## config.mk

```make
export PLATFORM = sky130hd
export DESIGN_NAME = sram_arbiter
export DESIGN_NICKNAME = d
export VERILOG_FILES = /design/src/rtl/sram_arbiter.sv
export SDC_FILE = /design/constraint.sdc
export NUM_CORES = 1
export LEC_CHECK = 0
export CAP_MARGIN = 25
export CORE_AREA = 2 2 72 74
export DETAILED_ROUTE_END_ITERATION = 10
export DIE_AREA = 0 0 74 76
export DONT_BUFFER_PORTS = 1
export PLACE_DENSITY = 0.39
export SYNTH_ARGS = -nofsm -noshare
export SYNTH_HDL_FRONTEND = slang
export SYNTH_SLANG_ARGS = --single-unit
```

## constraint.sdc

```tcl
create_clock -name clk -period 1.16 [get_ports clk]
set_input_delay 0.116 -clock clk [delete_from_list [all_inputs] [get_ports clk]]
set_output_delay 0.116 -clock clk [all_outputs]
set_load 0.03 [all_outputs]
```

## src/rtl/sram_arbiter.sv

```systemverilog
// sram_arbiter: zero-fill sequencer and round-robin two-port arbiter for one single-port SRAM
// Ports: clk, rst_n (async, active low), clr (restart zero-fill);
//   per port x in {0,1}: reqx/wex/adx/dinx in, gntx/rvalidx out; shared rdata out;
//   init_done out; sram_cs/sram_we/sram_ad/sram_din to the macro, sram_dout back from it.
module sram_arbiter #(
  parameter int DEPTH = 8,
  parameter int WIDTH = 32,
  parameter int DEPTH_LOG = $clog2(DEPTH)
) (
  input  logic                 clk,
  input  logic                 rst_n,
  input  logic                 clr,
  input  logic                 req0,
  input  logic                 we0,
  input  logic [DEPTH_LOG-1:0] ad0,
  input  logic [WIDTH-1:0]     din0,
  output logic                 gnt0,
  output logic                 rvalid0,
  input  logic                 req1,
  input  logic                 we1,
  input  logic [DEPTH_LOG-1:0] ad1,
  input  logic [WIDTH-1:0]     din1,
  output logic                 gnt1,
  output logic                 rvalid1,
  output logic [WIDTH-1:0]     rdata,
  output logic                 init_done,
  output logic                 sram_cs,
  output logic                 sram_we,
  output logic [DEPTH_LOG-1:0] sram_ad,
  output logic [WIDTH-1:0]     sram_din,
  input  logic [WIDTH-1:0]     sram_dout
);
  typedef enum logic {INIT, RUN} state_t;
  state_t state, state_nx;
  logic [DEPTH_LOG-1:0] cnt, cnt_nx;
  logic rr_last, rd_pend, rd_tag;
  logic run, pick1, last;
  always_comb begin
    run = state == RUN && !clr;
    // port 1 wins when alone, or when contended and port 0 was served last
    pick1 = req1 && (!req0 || !rr_last);
    gnt0 = run && req0 && !pick1;
    gnt1 = run && pick1;
    init_done = state == RUN;
    sram_cs = state == INIT || gnt0 || gnt1;
    sram_we = state == INIT || (gnt0 ? we0 : gnt1 && we1);
    sram_ad = state == INIT ? cnt : gnt0 ? ad0 : gnt1 ? ad1 : '0;
    sram_din = gnt0 ? din0 : gnt1 ? din1 : '0;
    rvalid0 = rd_pend && !rd_tag;
    rvalid1 = rd_pend && rd_tag;
    rdata = rd_pend ? sram_dout : '0;
    last = cnt == DEPTH_LOG'(DEPTH - 1);
    state_nx = state == INIT ? (last && !clr ? RUN : INIT) : (clr ? INIT : RUN);
    // the counter only moves while sweeping and rests at zero otherwise
    cnt_nx = state == INIT && !clr && !last ? cnt + 1'b1 : '0;
  end
  always_ff @(posedge clk or negedge rst_n)
    if (!rst_n) begin
      state <= INIT;
      cnt <= '0;
      rr_last <= 1'b1;
      rd_pend <= 1'b0;
      rd_tag <= 1'b0;
    end else begin
      state <= state_nx;
      cnt <= cnt_nx;
      if (gnt0 || gnt1) rr_last <= gnt1;
      rd_pend <= (gnt0 && !we0) || (gnt1 && !we1);
      rd_tag <= gnt1;
    end
endmodule

```

==> run metrics, run 1 <==
outcome=finished, violations left; failing checks=setup timing; Synth Net Count=220; first-pass GRT wire length=7190 um; CTS Buf Count=3; Clock Tree Buf Depth=2; final period utilization=140%; ANT nets after route=0; Routed WL per cell=20.2 um; max-slew violation total from the final report=0; initial antenna violation count=0; gpl congestion=0.789; CP Launch Point=rr_last$_DFFE_PN1P_; Syn Inst Count=109; Avg Synthesized Cell Area=8.75 um2; largest net degree at the start of global routing=14; Cell Int Power=584 uW; Hold Path Class=in2reg; pwr/cell area=324 nW/um2; Max Cap Viol=0; Comb pwr share=20.4%; All-Layer GR Usage=16.3%; final net count=285; Core ar.=4910 um2; starting density of the core=19.4%; Worst Tran Pin Value=0.354 ns; switch share=25.5%; clock power share=44.6%; Flop pwr share=35.1%; port bufs=0; critical path type=reg2out; peak supply drop=0.617 mV; Hold Violations, Final=0; Static Leakage=0.00114 uW; vias in the first global route=1323; Die Y=76 um; total die area=5620 um2; DRC=0; startpoint type of the worst setup path=register; Layout area overhead=154%; Non-Filler Instances=243; final setup vio count=73; Arrival @ worst endpoint=1.51 ns; CP required=1.04 ns; crit path to=sram_we; clock root buffer=clkbuf_8; top cells by area, synth=a22o_1, and2_1, dfrtp_1, buf_6, a221o_1; slack of the critical path=-0.462 ns; f_max=0.617 GHz; via count=1196; clk_lat worst skew=0.23 ns; Yosys warnings=0; Hold Slack=0.0637 ns; worst clock skew=0.00264 ns; TNS Setup=-23.96 ns; max_slew headroom=76.3%; chip width=74 um; Tmin final=1.62 ns; TritonCTS Sinks=7; post-synthesis instance area=953 um2; GRT overflow=0; Seq/Total Area, Yosys=18.5%; CP max FO=5; Util after Layout=49.3%; Unique masters post-synth=24; DRT Wirelength=4900 um; DP HPWL=3350 um; initial DRC count=19; Reg-to-Reg Start=rr_last$_DFFE_PN1P_; top cell type's share of synthesized area=29.4%; clock-pin slew on the worst setup and hold paths=0.04 ns; RSZ-0062 raised after global routing=yes; Inst Count DP=213; P_sw=200 uW; layout cells sized above 1=90.2%; CP endpoint kind=primary output; ant diodes=0; Top Ports=183; reg2reg end=rd_pend$_DFF_PN0_; TritonCTS clock tree=done; pre-CTS setup slack=-0.271 ns; R2R Setup Slk=0.01 ns; Row Count=26; flops & latches, synth=7; H-tree level count=1; DRT Pass-1 Iters=4; vias per inst=4.92; cell count of the worst reg-to-reg path=6; post-synth top area cell=a22o_1
==> synthesized netlist by cell type <==
cell type,count
and2_1,35
a22o_1,32
buf_6,6
dfrtp_1,6
a221o_1,4
and3_1,3
clkbuf_1,3
ha_1,2
nor2_1,2
nor2b_1,2
and3b_4,1
clkinv_4,1
dfstp_2,1
inv_1,1
inv_4,1
nand2_1,1
nand2_4,1
nand2b_1,1
nand3_1,1
nand3_2,1
nor3_1,1
nor4_1,1
o22ai_1,1
o32a_1,1
==> logic make-up after synthesis <==
family | after synthesis | share of synthesized area, %
buf+inv | 12 | 10.2
fa+ha+maj | 2 | 2.62
flops | 7 | 18.5
compound gates | 38 | 35.3
simple gates | 50 | 33.3
==> metrics by stage <==
stage / total power (uW) / instance area, um2
floorplan: 350 / 1240
detailed placement: 369 / 1630
global placement: 365 / 1630
finish: 784 / 2420
CTS: 773 / 2360
global route: 814 / 2420
==> routing by layer <==
| layer | routed length [um] | track usage [%] | up-vias | share of wire (%) |
|---|---|---|---|---|
| met5 | 0 | 0 | - | 0 |
| met4 | 35 | 3.27 | 0 | 0.71 |
| met3 | 457 | 2.51 | 4 | 9.3 |
| met2 | 2770 | 32.0 | 102 | 57 |
| met1 | 1640 | 17.5 | 550 | 33 |
| li1 | - | - | 540 | - |
==> flip-flops by register name, indices dropped and copies added (netlist names) <==
signal	count
cnt	3
rr_last	1
init_done	1
rd_tag	1
rd_pend	1
==> worst min path at each step <==
stage | start | end | slack [ns] | cells after the start
after floorplan | rst_n | cnt[0]$_DFF_PN0_ | -0.18 | 0
after global placement | rst_n | init_done$_DFF_PN0_ | -0.18 | 0
after detailed placement | rst_n | init_done$_DFF_PN0_ | -0.18 | 0
after CTS | clr | rr_last$_DFFE_PN1P_ | 0.06 | 1
after global routing | clr | rr_last$_DFFE_PN1P_ | 0.07 | 1
final | clr | rr_last$_DFFE_PN1P_ | 0.06 | 1
==> power groups by stage <==
stage                     Combinational, uW  Clock [uW]  Sequential, uW
after floorplan                        74.1           0             275
after global placement                 88.5           0             276
after detailed placement               90.9           0             278
after CTS                               140         359             274
after global routing                    170         367             277
final                                   160         349             275
==> layout make-up <==
cell class / instances / area, um2
fillers: 418 / 2490
multi-input cells: 90 / 1140
repair inverters: 1 / 6.26
inverters: 3 / 23.8
flip-flops and latches: 7 / 181
repair buffers: 68 / 940
clock buffers: 4 / 45.0
well taps: 70 / 87.6
==> critical path: stages (launching register included) <==
cell and delay, ns:
dfstp_2 0.53, buf_6 0.11, nand2_8 0.06, nand2_8 0.08, inv_8 0.05, a221o_2 0.43
==> cells in the final DEF (no fill, tap or decap), types with 3 or more instances in the layout <==
| cell | netlist | final |
|---|---|---|
| buf_6 | 6 | 37 |
| and2_4 | 0 | 33 |
| a22o_4 | 0 | 31 |
| buf_12 | 0 | 12 |
| buf_4 | 0 | 6 |
| buf_16 | 0 | 5 |
| a221o_2 | 0 | 4 |
| dfrtp_1 | 6 | 4 |
| dlygate4sd3_1 | 0 | 4 |
| clkbuf_8 | 0 | 3 |
==> timing repair <==
| action | 4_1_cts | 5_1_grt |
|---|---|---|
| setup endpoints to repair | 75 | 78 |
| pin swaps | 8 | 10 |
| hold buffers | 4 | 0 |
| hold endpoints to repair | 10 | 0 |
| buffers inserted | 12 | 4 |
| resized for setup | 90 | 11 |
| gates cloned | 8 | 1 |
No activity file was read; power rests on OpenSTA's default activity.
==> inputs of run 2 (changes only) <==
--- a/config.mk
+++ b/config.mk
@@ -6,11 +6,11 @@
 export NUM_CORES = 1
 export LEC_CHECK = 0
 export CAP_MARGIN = 25
-export CORE_AREA = 2 2 72 74
+export CORE_AREA = 3 3 71 73
 export DETAILED_ROUTE_END_ITERATION = 10
 export DIE_AREA = 0 0 74 76
 export DONT_BUFFER_PORTS = 1
-export PLACE_DENSITY = 0.39
+export PLACE_DENSITY = 0.4
 export SYNTH_ARGS = -nofsm -noshare
 export SYNTH_HDL_FRONTEND = slang
 export SYNTH_SLANG_ARGS = --single-unit
==> run metrics, run 2 (synthesis results as in run 1) <==
outcome=finished, violations left; failing checks=setup timing; via count=1202 (+0.50%); starting density of the core=21.6% (+2.2 points); ant diodes=0 (unchanged); CP endpoint kind=primary output; Core ar.=4410 um2 (-10%); DRT Pass-1 Iters=4 (unchanged); worst clock skew=0.00441 ns (+0.00177 ns); Die Y=76 um (unchanged); Routed WL per cell=24.8 um (+23%); clock root buffer=clkbuf_8; total die area=5620 um2 (unchanged); pwr/cell area=331 nW/um2 (+2.3%); slack of the critical path=-0.476 ns (-0.0144 ns); DRT Wirelength=5460 um (+11%); Area after DPL=1630 um2 (unchanged); vias per inst=5.46 (+11%); most flop-heavy register=cnt; max reg flops=3 (unchanged); initial antenna violation count=0 (unchanged); Max Cap Viol=0 (unchanged); final net count=280 (-1.8%); Hold Path Class=in2reg; max-slew violation total from the final report=0 (unchanged); DRC=0 (unchanged); critical path type=reg2out; CTS Buf Count=3 (unchanged); Tmin final=1.64 ns (+0.0144 ns); GRT overflow=0 (unchanged); Top Ports=183 (unchanged); Final Cell Area=2280 um2 (-5.8%); All-Layer GR Usage=17.9% (+1.6 points); clock-pin slew on the worst setup and hold paths=0.04 ns (about the same); Hold Violations, Final=0 (unchanged); CP max FO=6 (+1); ANT nets after route=0 (unchanged); most common cell after layout, fill and taps aside=buf_6; H-tree level count=1 (unchanged); pre-CTS setup slack=-0.235 ns (+0.0360 ns); Buf/Inv on CP=2 (unchanged); Layout area overhead=139%; Clock Tree Buf Depth=2 (unchanged); f_max=0.611 GHz (-0.88%); final setup vio count=74 (+1.4%); Worst Tran Pin Value=0.322 ns (-0.0317 ns); largest net degree at the start of global routing=28 (+14); vias in the first global route=1323 (unchanged); Arrival @ worst endpoint=1.52 ns (about the same); Non-Filler Instances=220 (-9.5%); Inst Count DP=198 (-7.0%); fillers=366 (-12%); Static Leakage=0.00110 uW (-3.4%); port bufs=0 (unchanged); crit-path max cell delay=0.45 ns (-0.08 ns); initial DRC count=15 (-4); Row Count=24 (-7.7%); TritonCTS Sinks=7 (unchanged); clk_lat worst skew=0.23 ns (about the same); delay-heaviest family, CP=compound AO/OA/AOI/OAI gates; TNS Setup=-22.88 ns (+1.08 ns); slowest CP cell=a221o_2; final period utilization=141% (+1.2 points); peak supply drop=0.581 mV (-6.0%); RSZ-0062 raised after global routing=yes; commonest non-fill, non-tap cells in the layout=buf_6, and2_4, a22o_4; TritonCTS clock tree=done; DP HPWL=3980 um (+19%); CP required=1.04 ns (about the same); gpl congestion=0.729 (-7.6%); layout cells sized above 1=89.3% (-0.89 points); max_slew headroom=78.4% (+2.1 points); chip width=74 um (unchanged); Power Total=755 uW (-3.6%); worst-path cell chain=nor2b_4 -> nand3_4 -> inv_8 -> buf_4 -> a221o_2; first-pass GRT wire length=7580 um (+5.5%); startpoint type of the worst setup path=register
==> run 2: cell types whose count changed in the layout (fill, tap and decap cells not counted), moves of 2 or more <==
cell	change
and3_1	+2
and3_4	-2
buf_12	-3
buf_16	-4
buf_4	+2
nand2_4	+2
nand2_8	-2
==> run 2: final timing paths <==
kind / depth (start not counted) / to / start / slack, ns
setup / recovery: 5 / sram_we / init_done$_DFF_PN0_ / -0.48
hold / removal: 1 / rr_last$_DFFE_PN1P_ / clr / 0.06
setup reg to reg: 5 / rd_pend$_DFF_PN0_ / rr_last$_DFFE_PN1P_ / -0.13
hold reg to reg: 1 / rr_last$_DFFE_PN1P_ / rr_last$_DFFE_PN1P_ / 0.54
max in group asynchronous: 1 / rr_last$_DFFE_PN1P_ / rst_n / 0.65
min in group asynchronous: 1 / rd_pend$_DFF_PN0_ / rst_n / 0.22
==> run 2: power breakdown <==
| part | internal [uW] | switching, uW |
|---|---|---|
| logic | 68.5 | 69.2 |
| clock network | 237 | 101 |
| registers | 265 | 14.0 |
==> run 2: metal layers <==
metal / vias up / GRT usage (%) / wire length (um) / part of all wire [%]
li1: 526 / - / - / -
met3: 10 / 4.88 / 527 / 9.7
met5: - / 0 / 0 / 0
met2: 98 / 36.4 / 3180 / 58
met1: 568 / 15.4 / 1600 / 29
met4: 0 / 6.52 / 146 / 2.7
==> run 2: area by class of cell <==
class                      count  area (um2)  share of cell area, %
multi-input combinational     90        1140                   50.2
timing repair buffer          64         820                   35.9
sequential                     7         181                   7.96
tap                           52        65.1                   2.85
clock buffer                   4        45.0                   1.98
inverter                       3        23.8                   1.04
==> run 2: what timing repair did <==
action | 4_1_cts | 5_1_grt
setup endpoints to repair | 75 | 79
buffers inserted | 10 | 3
hold endpoints to repair | 10 | 0
resized for setup | 90 | 13
pin swaps | 3 | 15
gates cloned | 4 | 2
hold buffers | 4 | 0
==> run 2: per-stage QoR <==
step	hold slack, ns	util (%)
floorplan	-0.180	-
global placement	-0.179	37.0
detailed placement	-0.179	37.0
CTS	0.0505	51.3
global route	0.0522	51.6
finish	0.0575	51.6
==> inputs of run 3 (changes only) <==
--- a/config.mk
+++ b/config.mk
@@ -10,7 +10,7 @@
 export DETAILED_ROUTE_END_ITERATION = 10
 export DIE_AREA = 0 0 74 76
 export DONT_BUFFER_PORTS = 1
-export PLACE_DENSITY = 0.4
+export PLACE_DENSITY = 0.39
 export SYNTH_ARGS = -nofsm -noshare
 export SYNTH_HDL_FRONTEND = slang
 export SYNTH_SLANG_ARGS = --single-unit
==> constraint.sdc (replaced) <==
create_clock -name clk -period 1.8 [get_ports clk]
set_input_delay 0.18 -clock clk [delete_from_list [all_inputs] [get_ports clk]]
set_output_delay 0.18 -clock clk [all_outputs]
set_load 0.03 [all_outputs]
==> run metrics, run 3 (synthesis results as in run 1) <==
Final Cell Area=1380 um2 (-40%); commonest non-fill, non-tap cells in the layout=and2_1, a22o_1, buf_4; Worst Tran Pin Value=0.573 ns (+0.251 ns); DRC=0 (unchanged); CP required=1.62 ns (+0.58 ns); outcome=completed; Inst Count DP=188 (-5.1%); Die Y=76 um (unchanged); Top Ports=183 (unchanged); largest net degree at the start of global routing=38 (+36%); Non-Filler Instances=194 (-12%); GRT overflow=0 (unchanged); slack of the critical path=0.0527 ns (+0.529 ns); first-pass GRT wire length=5640 um (-26%); clock-pin slew on the worst setup and hold paths=0.04 ns (about the same); critical path depth=5 (unchanged); Post-CTS Setup Bufs=0 (-10); clk_lat worst skew=0.23 ns (about the same); reg2reg end=cnt[2]$_DFF_PN0_; H-tree level count=1 (unchanged); vias in the first global route=1094 (-17%); DRT Pass-1 Iters=4 (unchanged); R2R Setup Slk=0.59 ns (+0.72 ns); final period utilization=97.1%; total die area=5620 um2 (unchanged); most flop-heavy register=cnt; Hold Violations, Final=0 (unchanged); Util after Layout=31.2% (-20 points); Endpoint, Worst Hold=init_done$_DFF_PN0_; starting density of the core=21.6% (unchanged); vias per inst=5.61 (+2.6%); Routed WL per cell=21.9 um (-12%); CP endpoint kind=primary output; port bufs=0 (unchanged); Core ar.=4410 um2 (unchanged); Reg-to-Reg Start=cnt[0]$_DFF_PN0_; worst-path cell chain=nand2_2 -> nand2_4 -> inv_6 -> a221o_1 -> buf_4; max-slew violation total from the final report=0 (unchanged); TNS Setup=0 ns (+22.88 ns); max_slew headroom=61.8% (-17 points); crit-path max cell delay=0.54 ns (+0.09 ns); Area after DPL=1270 um2 (-22%); via count=1088 (-9.5%); initial DRC count=31 (+16); Max Cap Viol=0 (unchanged); layout cells sized above 1=36.6% (-53 points); Buf/Inv on CP=2 (unchanged); Clock Tree Buf Depth=2 (unchanged); peak supply drop=0.318 mV (-45%); cell count of the worst reg-to-reg path=4 (-1); Hold Path Cell Cnt=1 (unchanged); worst clock skew=0.00555 ns (+0.00114 ns); CTS Buf Count=3 (unchanged); TritonCTS Sinks=7 (unchanged); Row Count=24 (unchanged); initial antenna violation count=0 (unchanged); pwr/cell area=337 nW/um2 (+1.8%); All-Layer GR Usage=12.8% (-5.1 points); Tmin final=1.75 ns; slowest CP cell=dfstp_2; critical path type=reg2out; ANT nets after route=0 (unchanged); ant diodes=0 (unchanged); pre-CTS setup slack=0.183 ns (+0.418 ns); final net count=254 (-9.3%); clock root buffer=clkbuf_8; max reg flops=3 (unchanged); DRT Wirelength=4240 um (-22%); TritonCTS clock tree=done; HP Start=clr; f_max=0.572 GHz; Hold Path Class=in2reg; gpl congestion=0.761 (+4.3%); chip width=74 um (unchanged); DP HPWL=3660 um (-8.0%); final setup vio count=0 (-100%); Static Leakage=0.000649 uW (-41%); CP max FO=35 (+29); RSZ-0062 raised after global routing=yes; Arrival @ worst endpoint=1.57 ns (+0.05 ns); delay-heaviest family, CP=flip-flops; most common cell after layout, fill and taps aside=and2_1; Layout area overhead=44.4%; startpoint type of the worst setup path=register
[run 3: changes by cell type in the layout (fill, tap and decap cells not counted), moves of 3 or more]
cell / change
and2_4: -33
buf_4: +23
dlygate4sd3_1: -3
buf_12: -4
buf_8: -3
a22o_4: -31
buf_6: -37
and2_1: +33
a22o_1: +31
[run 3: repair_timing]
| item | 4_1_cts | 5_1_grt |
|---|---|---|
| cloned | 0 | 1 |
| pin swaps | 2 | 0 |
| hold buffers | 1 | 0 |
| gates resized for setup | 2 | 7 |
| endpoints found under the setup margin | 8 | 18 |
| endpoints found under the hold margin | 7 | 0 |
[run 3: power by group]
part           internal [uW]  total [uW]  switching (uW)
combinational           27.5        63.6            36.1
clock                    153         222            68.8
sequential               170         179            8.31
total                    351         464             113
[run 3: worst reg2reg max path, stage by stage (launching register included)]
cell     delay, ns
dfrtp_1       0.40
ha_1          0.21
ha_1          0.21
nor3_1        0.18
and2_1        0.16
[run 3: how the worst max path moves through the flow]
stage,startpoint,endpoint,slack [ns]
floorplan,init_done$_DFF_PN0_,sram_din[22],0.12
global placement,init_done$_DFF_PN0_,sram_we,0.22
detailed placement,init_done$_DFF_PN0_,sram_we,0.18
CTS,rr_last$_DFFE_PN1P_,sram_we,-0.009
global route,rr_last$_DFFE_PN1P_,sram_we,-0.03
finish,rr_last$_DFFE_PN1P_,sram_we,0.05
[run 3: routing by layer]
metal	GRT usage (%)	share of wire [%]	wire length [um]
met5	0	0	0
met2	25.4	55	2350
met4	1.63	1.3	55
met3	3.56	10	433
met1	13.0	33	1400
[run 3: through the flow]
stage | power [uW] | hold slack (ns)
after floorplan | 223 | -0.116
after global placement | 231 | -0.115
after detailed placement | 233 | -0.115
after CTS | 468 | 0.0144
after global routing | 485 | 0.0123
final | 464 | 0.0256
[run 3: layout make-up]
type / instances / area [um2]
clock buffers: 4 / 45.0
fillers: 459 / 3040
inverters: 3 / 28.8
multi-input cells: 90 / 709
flip-flops and latches: 7 / 176
well taps: 52 / 65.1
repair buffers: 37 / 343
repair inverters: 1 / 8.76
